**src/rtl/phase_accumulator.sv**
```systemverilog
`default_nettype none
// ============================================================================
//  Module   : phase_accumulator
//  Purpose  : Numerically controlled phase generator feeding the quarter-wave
//             sine LUT. Accumulates a frequency tuning word (FTW) each enabled
//             clock, truncates to O_WIDTH bits, adds a static phase offset and
//             registers the result as the LUT phase word. FTW changes are
//             double-buffered and applied at the accumulator wrap so the
//             generated waveform stays phase-continuous.
//  Ports    : i_clk        - system clock, rising edge
//             i_rst        - synchronous active-high reset
//             i_en         - accumulation / output clock enable
//             i_ftw        - offered frequency tuning word
//             i_ftw_valid  - FTW offer valid
//             o_ftw_ready  - FTW can be accepted this cycle (registered)
//             i_phase_off  - phase offset added after truncation
//             i_sync       - pulse that zeroes the accumulator
//             o_phase      - registered phase word for the sine LUT
//             o_valid      - o_phase is live
//             o_wrap       - accumulator overflowed on the previous update
//  Options  : `define PHASE_DITHER_EN adds LFSR dither before truncation
//             (one extra pipeline stage on o_phase and o_wrap).
//  Revision : 1.0  initial release
// ============================================================================
module phase_accumulator #(
    parameter int ACC_WIDTH = 24,
    parameter int O_WIDTH   = 11
) (
    input  logic                 i_clk,
    input  logic                 i_rst,
    input  logic                 i_en,
    input  logic [ACC_WIDTH-1:0] i_ftw,
    input  logic                 i_ftw_valid,
    output logic                 o_ftw_ready,
    input  logic [O_WIDTH-1:0]   i_phase_off,
    input  logic                 i_sync,
    output logic [O_WIDTH-1:0]   o_phase,
    output logic                 o_valid,
    output logic                 o_wrap
);

    typedef enum logic [1:0] {
        S_IDLE  = 2'd0,
        S_RUN   = 2'd1,
        S_ARMED = 2'd2
    } state_t;

    state_t                 r_state;
    state_t                 w_state_nxt;
    logic [ACC_WIDTH-1:0]   r_acc;
    logic [ACC_WIDTH-1:0]   w_acc_nxt;
    logic [ACC_WIDTH-1:0]   r_ftw_active;
    logic [ACC_WIDTH-1:0]   w_ftw_active_nxt;
    logic [ACC_WIDTH-1:0]   r_ftw_pending;
    logic [ACC_WIDTH-1:0]   w_ftw_pending_nxt;
    logic                   r_ftw_ready;
    logic [ACC_WIDTH:0]     w_sum;
    logic                   w_carry;
    logic                   w_xfer;
    logic                   w_wrap;

    logic [O_WIDTH-1:0]     r_phase;
    logic                   r_valid;
    logic                   r_wrap;

    assign w_xfer  = i_ftw_valid && r_ftw_ready;
    assign w_sum   = {1'b0, r_acc} + {1'b0, r_ftw_active};
    assign w_carry = w_sum[ACC_WIDTH];

    // ------------------------------------------------------------------
    // Next-state / accumulator control
    // ------------------------------------------------------------------
    always_comb begin
        w_state_nxt       = r_state;
        w_acc_nxt         = r_acc;
        w_ftw_active_nxt  = r_ftw_active;
        w_ftw_pending_nxt = r_ftw_pending;
        w_wrap            = 1'b0;

        case (r_state)
            S_IDLE: begin
                w_acc_nxt = '0;
                if (w_xfer) begin
                    w_ftw_active_nxt = i_ftw;
                    w_state_nxt      = S_RUN;
                end
            end

            S_RUN: begin
                if (i_sync) begin
                    w_acc_nxt = '0;
                end else if (i_en) begin
                    w_acc_nxt = w_sum[ACC_WIDTH-1:0];
                    w_wrap    = w_carry;
                end
                // A transfer coinciding with a wrap or sync is only parked;
                // it is applied at the following wrap.
                if (w_xfer) begin
                    w_ftw_pending_nxt = i_ftw;
                    w_state_nxt       = S_ARMED;
                end
            end

            S_ARMED: begin
                if (i_sync) begin
                    w_acc_nxt        = '0;
                    w_ftw_active_nxt = r_ftw_pending;
                    w_state_nxt      = S_RUN;
                end else begin
                    if (i_en) begin
                        w_acc_nxt = w_sum[ACC_WIDTH-1:0];
                        w_wrap    = w_carry;
                    end
                    // A zero active FTW can never wrap, so swap it in at once
                    // regardless of the enable.
                    if ((r_ftw_active == '0) || (i_en && w_carry)) begin
                        w_ftw_active_nxt = r_ftw_pending;
                        w_state_nxt      = S_RUN;
                    end
                end
            end

            default: begin
                w_state_nxt = S_IDLE;
            end
        endcase
    end

    always_ff @(posedge i_clk) begin
        if (i_rst) begin
            r_state       <= S_IDLE;
            r_acc         <= '0;
            r_ftw_active  <= '0;
            r_ftw_pending <= '0;
            r_ftw_ready   <= 1'b1;
        end else begin
            r_state       <= w_state_nxt;
            r_acc         <= w_acc_nxt;
            r_ftw_active  <= w_ftw_active_nxt;
            r_ftw_pending <= w_ftw_pending_nxt;
            r_ftw_ready   <= (w_state_nxt != S_ARMED);
        end
    end

    // ------------------------------------------------------------------
    // Output stage
    // ------------------------------------------------------------------
`ifdef PHASE_DITHER_EN
    localparam int DITHER_BITS = ACC_WIDTH - O_WIDTH;

    logic [15:0]          r_lfsr;
    logic                 w_lfsr_fb;
    logic [ACC_WIDTH-1:0] w_dither;
    logic [ACC_WIDTH-1:0] r_dith_acc;
    logic                 r_wrap_d;

    // Fibonacci form of x^16+x^14+x^13+x^11+1
    assign w_lfsr_fb = r_lfsr[15] ^ r_lfsr[13] ^ r_lfsr[12] ^ r_lfsr[10];

    always_comb begin
        w_dither = '0;
        for (int i = 0; i < 16; i++) begin
            if (i < DITHER_BITS) begin
                w_dither[i] = r_lfsr[i];
            end
        end
    end

    always_ff @(posedge i_clk) begin
        if (i_rst) begin
            r_lfsr     <= 16'hACE1;
            r_dith_acc <= '0;
            r_wrap_d   <= 1'b0;
            r_phase    <= '0;
            r_valid    <= 1'b0;
            r_wrap     <= 1'b0;
        end else begin
            r_valid <= i_en && (r_state != S_IDLE);
            if (i_en) begin
                r_lfsr     <= {r_lfsr[14:0], w_lfsr_fb};
                r_dith_acc <= r_acc + w_dither;
                r_phase    <= r_dith_acc[ACC_WIDTH-1 -: O_WIDTH] + i_phase_off;
                r_wrap_d   <= w_wrap;
                r_wrap     <= r_wrap_d;
            end else begin
                r_wrap     <= 1'b0;
            end
        end
    end
`else
    always_ff @(posedge i_clk) begin
        if (i_rst) begin
            r_phase <= '0;
            r_valid <= 1'b0;
            r_wrap  <= 1'b0;
        end else begin
            r_valid <= i_en && (r_state != S_IDLE);
            r_wrap  <= w_wrap;      // already zero when disabled or syncing
            if (i_en) begin
                r_phase <= r_acc[ACC_WIDTH-1 -: O_WIDTH] + i_phase_off;
            end
        end
    end
`endif

    assign o_phase     = r_phase;
    assign o_valid     = r_valid;
    assign o_wrap      = r_wrap;
    assign o_ftw_ready = r_ftw_ready;

endmodule
`default_nettype wire

```
**config.mk**
```make
export PLATFORM = sky130hd
export DESIGN_NAME = phase_accumulator
export DESIGN_NICKNAME = d
export VERILOG_FILES = /design/src/rtl/phase_accumulator.sv
export SDC_FILE = /design/constraint.sdc
export NUM_CORES = 1
export LEC_CHECK = 0
export ABC_CLOCK_PERIOD_IN_PS = 3140
export BUFFER_PORTS_ARGS = -buffer_cell sky130_fd_sc_hd__buf_2
export CAP_MARGIN = 20
export CORE_MARGIN = 4
export CORE_UTILIZATION = 60
export DETAILED_ROUTE_END_ITERATION = 8
export GPL_ROUTABILITY_DRIVEN = 0
export PLACE_DENSITY_LB_ADDON = 0.15
export SLEW_MARGIN = 20
export SYNTH_ARGS = -nofsm -noshare
export SYNTH_HDL_FRONTEND = slang
export SYNTH_SLANG_ARGS = --single-unit
export TNS_END_PERCENT = 5
```
**constraint.sdc**
```tcl
create_clock -name i_clk -period 3.14 [get_ports i_clk]
set_clock_uncertainty 0.1 [all_clocks]
set_input_delay 0.157 -clock i_clk [delete_from_list [all_inputs] [get_ports i_clk]]
set_output_delay 0.157 -clock i_clk [all_outputs]
set_load 0.005 [all_outputs]
```
==> out/qor.txt, run 1 <==
share of total power in the clock network: 24.9%
Critical Path, Cell by Cell: ha_2, inv_1, fa_1, nor2b_2, o31ai_2, a2111o_1, nand3_2, a311oi_2, nor2_4, o21ai_2, buf_4, a221oi_2
outcome: complete, no violations
unrepaired setup endpoints after global routing: false
Clock Sinks: 88
class of the worst hold path: in -> reg
proportion of power drawn by combinational gates: 31.8%
full die area: 10300 µm²
Synth Net Count: 716
pin count of the biggest net entering global routing: 42
number of DRC markers in iteration 0: 222
Routed Wire Length: 12800 µm
area of the mapped netlist: 5240 µm²
buffers inserted during post-CTS setup optimization: 0
remaining antenna violation count: 0
total placed cells including tap cells: 769
most common cell after layout, fill and taps aside: nand2_1
Setup Viol. Count Final: 0
number of synthesis warnings: 0
max-capacitance violation count: 0
routed vias: 4766
# port buffers: 53
via count of the first global-routing pass: 4484
Cells after Synth: 636
crit-path max cell delay: 0.42 ns
Worst-Skew Late Latency: 0.36 ns
Initial Utilization: 62.8%
slowest stage cell, crit path: fa_1
final critical path time including I/O delays and setup: 2.96 ns
crit path capture type: register
Worst Path Arrival: 3.13 ns
maximum clock frequency: 338 MHz
vias per cell: 5.88
power density of the placed cells: 518 nW/µm²
area growth from synthesis to layout: 14.6%
clock-pin slew on the worst setup and hold paths: 0.10 ns
highest ir drop seen on vdd: 0.317 mV
flip-flop and latch count after synthesis: 88
first-pass GRT wire length: 21400 µm
number of detailed-routing iterations run before antenna repair: 4
headroom to the max-slew limit: 35.0%
Least-Margin Pin Slew: 0.973 ns
classification of the worst setup path: reg -> reg
Core Box Area: 8340 µm²
x dimension of the die: 101 µm
die boundary height: 101 µm
count of endpoints failing hold in the final timing report: 0
detail-routed net length per standard cell: 15.8 µm
H-tree depth reported by CTS: 3
per-instance average area after synthesis: 8.23 µm²
Synth async-reset ratio: 0%
final count of pins violating max slew: 0
Pint: 0.00195 W
CTS tree: built
layout cells sized above 1: 16.2%
Synth area leaders: dfxtp_1, ha_1, nand2_1, a221oi_2, a21oi_1
number of CTS-inserted buffers: 9
Layout Utilization: 71.9%
number of synthesized flops with an enable pin: 0
sequential fraction of the synthesis area: 33.6%
Total Negative Setup Slacks: 0 ns
GR Overflow Total: 0
post-place setup slack: 0.260 ns
CP max FO: 15
final routed DRC violation total: 0
Most used DFF post-synth: dfxtp_1
share of the synthesized area in the top cell type: 33.6%
number of fillers in the final layout: 674
leakage power total: 2.54 nW
net load switching power: 0.00116 W
commonest non-fill, non-tap cells in the layout: nand2_1, dfxtp_1, nor2_1
half-perimeter wire length after placement: 9050 µm
number of placed I/O pins: 54
proportion of power drawn by flip-flops and latches: 43.4%
count of distinct cell types in the synthesized netlist: 61
final non-filler cell total: 810
minimum setup slack in the final design: 0.183 ns
startpoint type of the worst setup path: register
gr usage total: 25.9%
required time of the worst setup path: 3.31 ns
Synth area leader: dfxtp_1
initial antenna violation count: 0
final worst path period share: 94.2%
buffer levels on the longest clock path: 2
number of nets in the finished design: 779
switching share of power: 37.3%
clk root buf: clkbuf_8
row count: 33
## cell usage after synthesis (all sizes together) (6+ instances only)
library cell,instances
inv,40
clkbuf,23
o21ai,41
a21o,9
nor2b,6
nor3,11
nor4,6
buf,12
xnor2,22
nor2,67
dfxtp,88
a21oi,57
xor2,7
nand2,89
a22oi,13
o21bai,6
a221oi,24
ha,38
mux2i,9
a22o,11
nand3,6
## worst max-delay path, delay by kind of cell (launching register included)
family	cells	cell delay [ns]
AO/OA/AOI/OAI	5	1.00
adder cells (fa/ha/maj)	2	0.64
buffers and inverters	2	0.28
flip-flops	1	0.37
AND/OR/NAND/NOR	3	0.48
## per-layer routing
metal	vias up	global-route usage, %	wire length, µm
li1	2384	-	-
met1	2220	35.7	5780
met2	140	41.2	6010
met4	0	9.20	246
met5	-	0	0
met3	22	3.99	751
## area by class of cell
type | count | area [µm²] | area share, %
diodes | 1 | 2.50 | 0.0417
well taps | 105 | 131 | 2.19
inverters | 40 | 150 | 2.50
clock inverters | 7 | 61.3 | 1.02
flip-flops and latches | 88 | 1760 | 29.4
multi-input cells | 473 | 3170 | 52.9
repair buffers | 87 | 593 | 9.89
clock buffers | 9 | 124 | 2.07
## kinds of logic (layout without fill, tap and decap cells)
family	count (synthesis)	count (layout)	synth area share, %
flops	88	88	33.6
mux	10	10	1.94
xor+xnor	29	29	4.85
simple gates	202	202	16.8
compound gates	192	192	27.1
fa+ha+maj	40	40	9.84
buf+inv	75	143	5.78
other cells	0	1	0
## metrics by stage
step           hold WS (ns)  power [W]  area, µm²
2_1_floorplan         0.163    0.00207       5240
6_report             0.0577    0.00311       6000
4_1_cts              0.0482    0.00311       5990
3_3_place_gp          0.309    0.00228       5570
5_1_grt              0.0628    0.00329       6000
3_5_place_dp          0.315    0.00232       5570
## power groups by stage
| stage | combinational, W | clock (W) | sequential [W] |
|---|---|---|---|
| 2_1_floorplan | 0.000746 | 0 | 0.00133 |
| 3_3_place_gp | 0.000921 | 0 | 0.00136 |
| 3_5_place_dp | 0.000947 | 0 | 0.00137 |
| 4_1_cts | 0.000979 | 0.000785 | 0.00134 |
| 5_1_grt | 0.00110 | 0.000833 | 0.00136 |
| 6_report | 0.000987 | 0.000774 | 0.00135 |
## worst paths after layout
path | from | end | slack (ns) | cells past startpoint
setup / recovery | r_ftw_active[0] | r_ftw_active[12] | 0.18 | 12
hold / removal | i_phase_off[10] | o_phase[10] | 0.06 | 4
setup reg to reg | r_ftw_active[0] | r_ftw_active[12] | 0.18 | 12
hold reg to reg | r_ftw_pending[23] | r_ftw_pending[23] | 0.36 | 2
## timing repair
item	CTS	global route
resized for setup	0	1
hold buffers	24	0
endpoints found under the hold margin	24	0
endpoints found under the setup margin	0	1
## registers in the layout, summed over array words and instances, names as in the netlist
name           cells
o_wrap             1
r_ftw_pending     24
r_acc             24
o_phase           11
o_ftw_ready        1
r_ftw_active      24
o_valid            1
r_state            2
Note: power is estimated with default switching activity, not from simulation.
==> run 2: changes to the inputs <==
--- a/config.mk
+++ b/config.mk
@@ -9,7 +9,7 @@
 export BUFFER_PORTS_ARGS = -buffer_cell sky130_fd_sc_hd__buf_2
 export CAP_MARGIN = 20
 export CORE_MARGIN = 4
-export CORE_UTILIZATION = 60
+export CORE_UTILIZATION = 45
 export DETAILED_ROUTE_END_ITERATION = 8
 export GPL_ROUTABILITY_DRIVEN = 0
 export PLACE_DENSITY_LB_ADDON = 0.15
@@ -17,4 +17,4 @@
 export SYNTH_ARGS = -nofsm -noshare
 export SYNTH_HDL_FRONTEND = slang
 export SYNTH_SLANG_ARGS = --single-unit
-export TNS_END_PERCENT = 5
+export TNS_END_PERCENT = 30
==> run 2 against run 1 <==
Global-route usage is 5.3 points lower. Critical path depth stayed put. Core utilization is 18 points lower. First-iteration DRC count is 0.45% higher.
==> out/qor.txt, run 2 (synthesis results as in run 1) <==
outcome: complete, no violations
Worst-Skew Late Latency: 0.35 ns (about the same)
unrepaired setup endpoints after global routing: false
row count: 39 (+18%)
worst reg2reg startpoint: r_ftw_active[0]
initial antenna violation count: 0 (unchanged)
final critical path time including I/O delays and setup: 2.91 ns (-0.0521 ns)
Hold Path Stages: 3 (-1)
final count of pins violating max slew: 0 (unchanged)
clock-pin slew on the worst setup and hold paths: 0.07 ns (-0.03 ns)
final worst path period share: 92.5% (-1.7 points)
clk root buf: clkbuf_16
required time of the worst setup path: 3.30 ns (about the same)
biggest regs: r_acc: 24 flops, r_ftw_active: 24 flops, r_ftw_pending: 24 flops
class of the worst hold path: in -> reg
buffer levels on the longest clock path: 2 (unchanged)
number of placed I/O pins: 54 (unchanged)
Critical Path, Cell by Cell: ha_2, inv_1, fa_1, nor2b_2, o31ai_2, a2111o_1, nand3_2, a311oi_2, nor2_4, o21ai_2, buf_12, a221oi_2
worst reg2reg path depth: 12 (unchanged)
vias per cell: 5.44 (-7.5%)
power density of the placed cells: 569 nW/µm² (+9.8%)
classification of the worst setup path: reg -> reg
crit-path max cell delay: 0.43 ns (about the same)
H-tree depth reported by CTS: 3 (unchanged)
Core Box Area: 11400 µm² (+37%)
FF-to-FF End: r_ftw_active[23]
via count of the first global-routing pass: 4491 (+0.16%)
number of detailed-routing iterations run before antenna repair: 4 (unchanged)
number of nets in the finished design: 780 (+0.13%)
capture endpoint of the worst hold path: o_wrap
CP max FO: 23 (+8)
Total Negative Setup Slacks: 0 ns (unchanged)
detail-routed net length per standard cell: 15.3 µm (-2.9%)
Worst Path Arrival: 3.06 ns (-0.07 ns)
remaining antenna violation count: 0 (unchanged)
commonest non-fill, non-tap cells in the layout: nand2_1, dfxtp_1, nor2_1
highest ir drop seen on vdd: 0.367 mV (+16%)
internal reg-to-reg setup slack: 0.23 ns (+0.05 ns)
slowest stage cell, crit path: a2111o_1
Routed Wire Length: 13000 µm (+1.7%)
final routed DRC violation total: 0 (unchanged)
routed vias: 4615 (-3.2%)
area growth from synthesis to layout: 18.6%
half-perimeter wire length after placement: 9330 µm (+3.1%)
pin count of the biggest net entering global routing: 31 (-26%)
Initial Utilization: 45.9% (-17 points)
Least-Margin Pin Slew: 0.959 ns (-0.0142 ns)
count of endpoints failing hold in the final timing report: 0 (unchanged)
maximum clock frequency: 344 MHz (+1.8%)
number of CTS-inserted buffers: 9 (unchanged)
buffers inserted during post-CTS setup optimization: 0 (unchanged)
most common cell after layout, fill and taps aside: nand2_1
Clock Sinks: 88 (unchanged)
hold path startpoint: i_sync
CTS tree: built
x dimension of the die: 116 µm (+14%)
Setup Viol. Count Final: 0 (unchanged)
number of antenna diodes: 0 (-1)
first-pass GRT wire length: 22000 µm (+2.9%)
gr usage total: 20.6% (-5.3 points)
GR Overflow Total: 0 (unchanged)
startpoint type of the worst setup path: register
# port buffers: 53 (unchanged)
headroom to the max-slew limit: 35.9% (+0.90 points)
critical path launch point: r_ftw_active[0]
crit path capture type: register
Layout Utilization: 54.4% (-18 points)
leakage power total: 2.61 nW (+2.7%)
number of DRC markers in iteration 0: 223 (+0.45%)
layout cells sized above 1: 16.5% (+0.26 points)
full die area: 13400 µm² (+31%)
max-capacitance violation count: 0 (unchanged)
die boundary height: 116 µm (+14%)
run 2: area by class of cell:
class                           instances  area (µm²)
Clock buffer                            9         225
Clock inverter                          7         101
Fill cell                            1111        5210
Inverter                               40         150
Multi-Input combinational cell        473        3180
Sequential cell                        88        1760
Tap cell                              143         179
Timing Repair Buffer                   88         613
run 2: what timing repair did:
| action | 4_1_cts | 5_1_grt |
|---|---|---|
| endpoints found under the setup margin | 0 | 3 |
| gates resized for setup | 0 | 2 |
| hold endpoints to repair | 24 | 0 |
| hold buffers | 24 | 0 |
run 2: layer usage:
| metal | GRT usage (%) | part of all wire, % |
|---|---|---|
| met5 | 0 | 0 |
| met4 | 7.12 | 1.5 |
| met3 | 4.54 | 3.8 |
| met1 | 28.0 | 49 |
| met2 | 32.3 | 46 |
run 2: power by group:
group / switching [W] / total (W) / internal, W
combinational: 0.000568 / 0.000982 / 0.000415
sequential: 0.000114 / 0.00135 / 0.00124
clock: 0.000496 / 0.00120 / 0.000706
run 2: worst max-delay path by stage:
stage | slack (ns) | to
6_report | 0.23 | r_ftw_active[23]
4_1_cts | 0.18 | r_ftw_active[3]
2_1_floorplan | 0.44 | r_ftw_active[12]
3_3_place_gp | 0.30 | r_ftw_active[0]
3_5_place_dp | 0.22 | r_ftw_active[3]
5_1_grt | 0.01 | r_ftw_active[0]
run 2: metrics by stage:
stage	power, W	cells	area, µm²	worst slack [ns]	hold WS, ns
after CTS	0.00355	848	6200	0.177	0.0789
after global routing	0.00375	848	6210	0.0101	0.0946
after detailed placement	0.00233	808	5640	0.225	0.315
final	0.00354	848	6210	0.235	0.0872
after floorplan	0.00207	636	5240	0.441	0.163
after global placement	0.00231	808	5640	0.305	0.309
run 2: critical path, delay by kind of cell, from the launching register on:
kind | cells | cell delay [ns]
and+or+nand+nor | 3 | 0.45
adders and majority gates | 2 | 0.62
DFF | 1 | 0.36
buffers and inverters | 2 | 0.25
AOI/OAI and AO/OA | 5 | 1.01
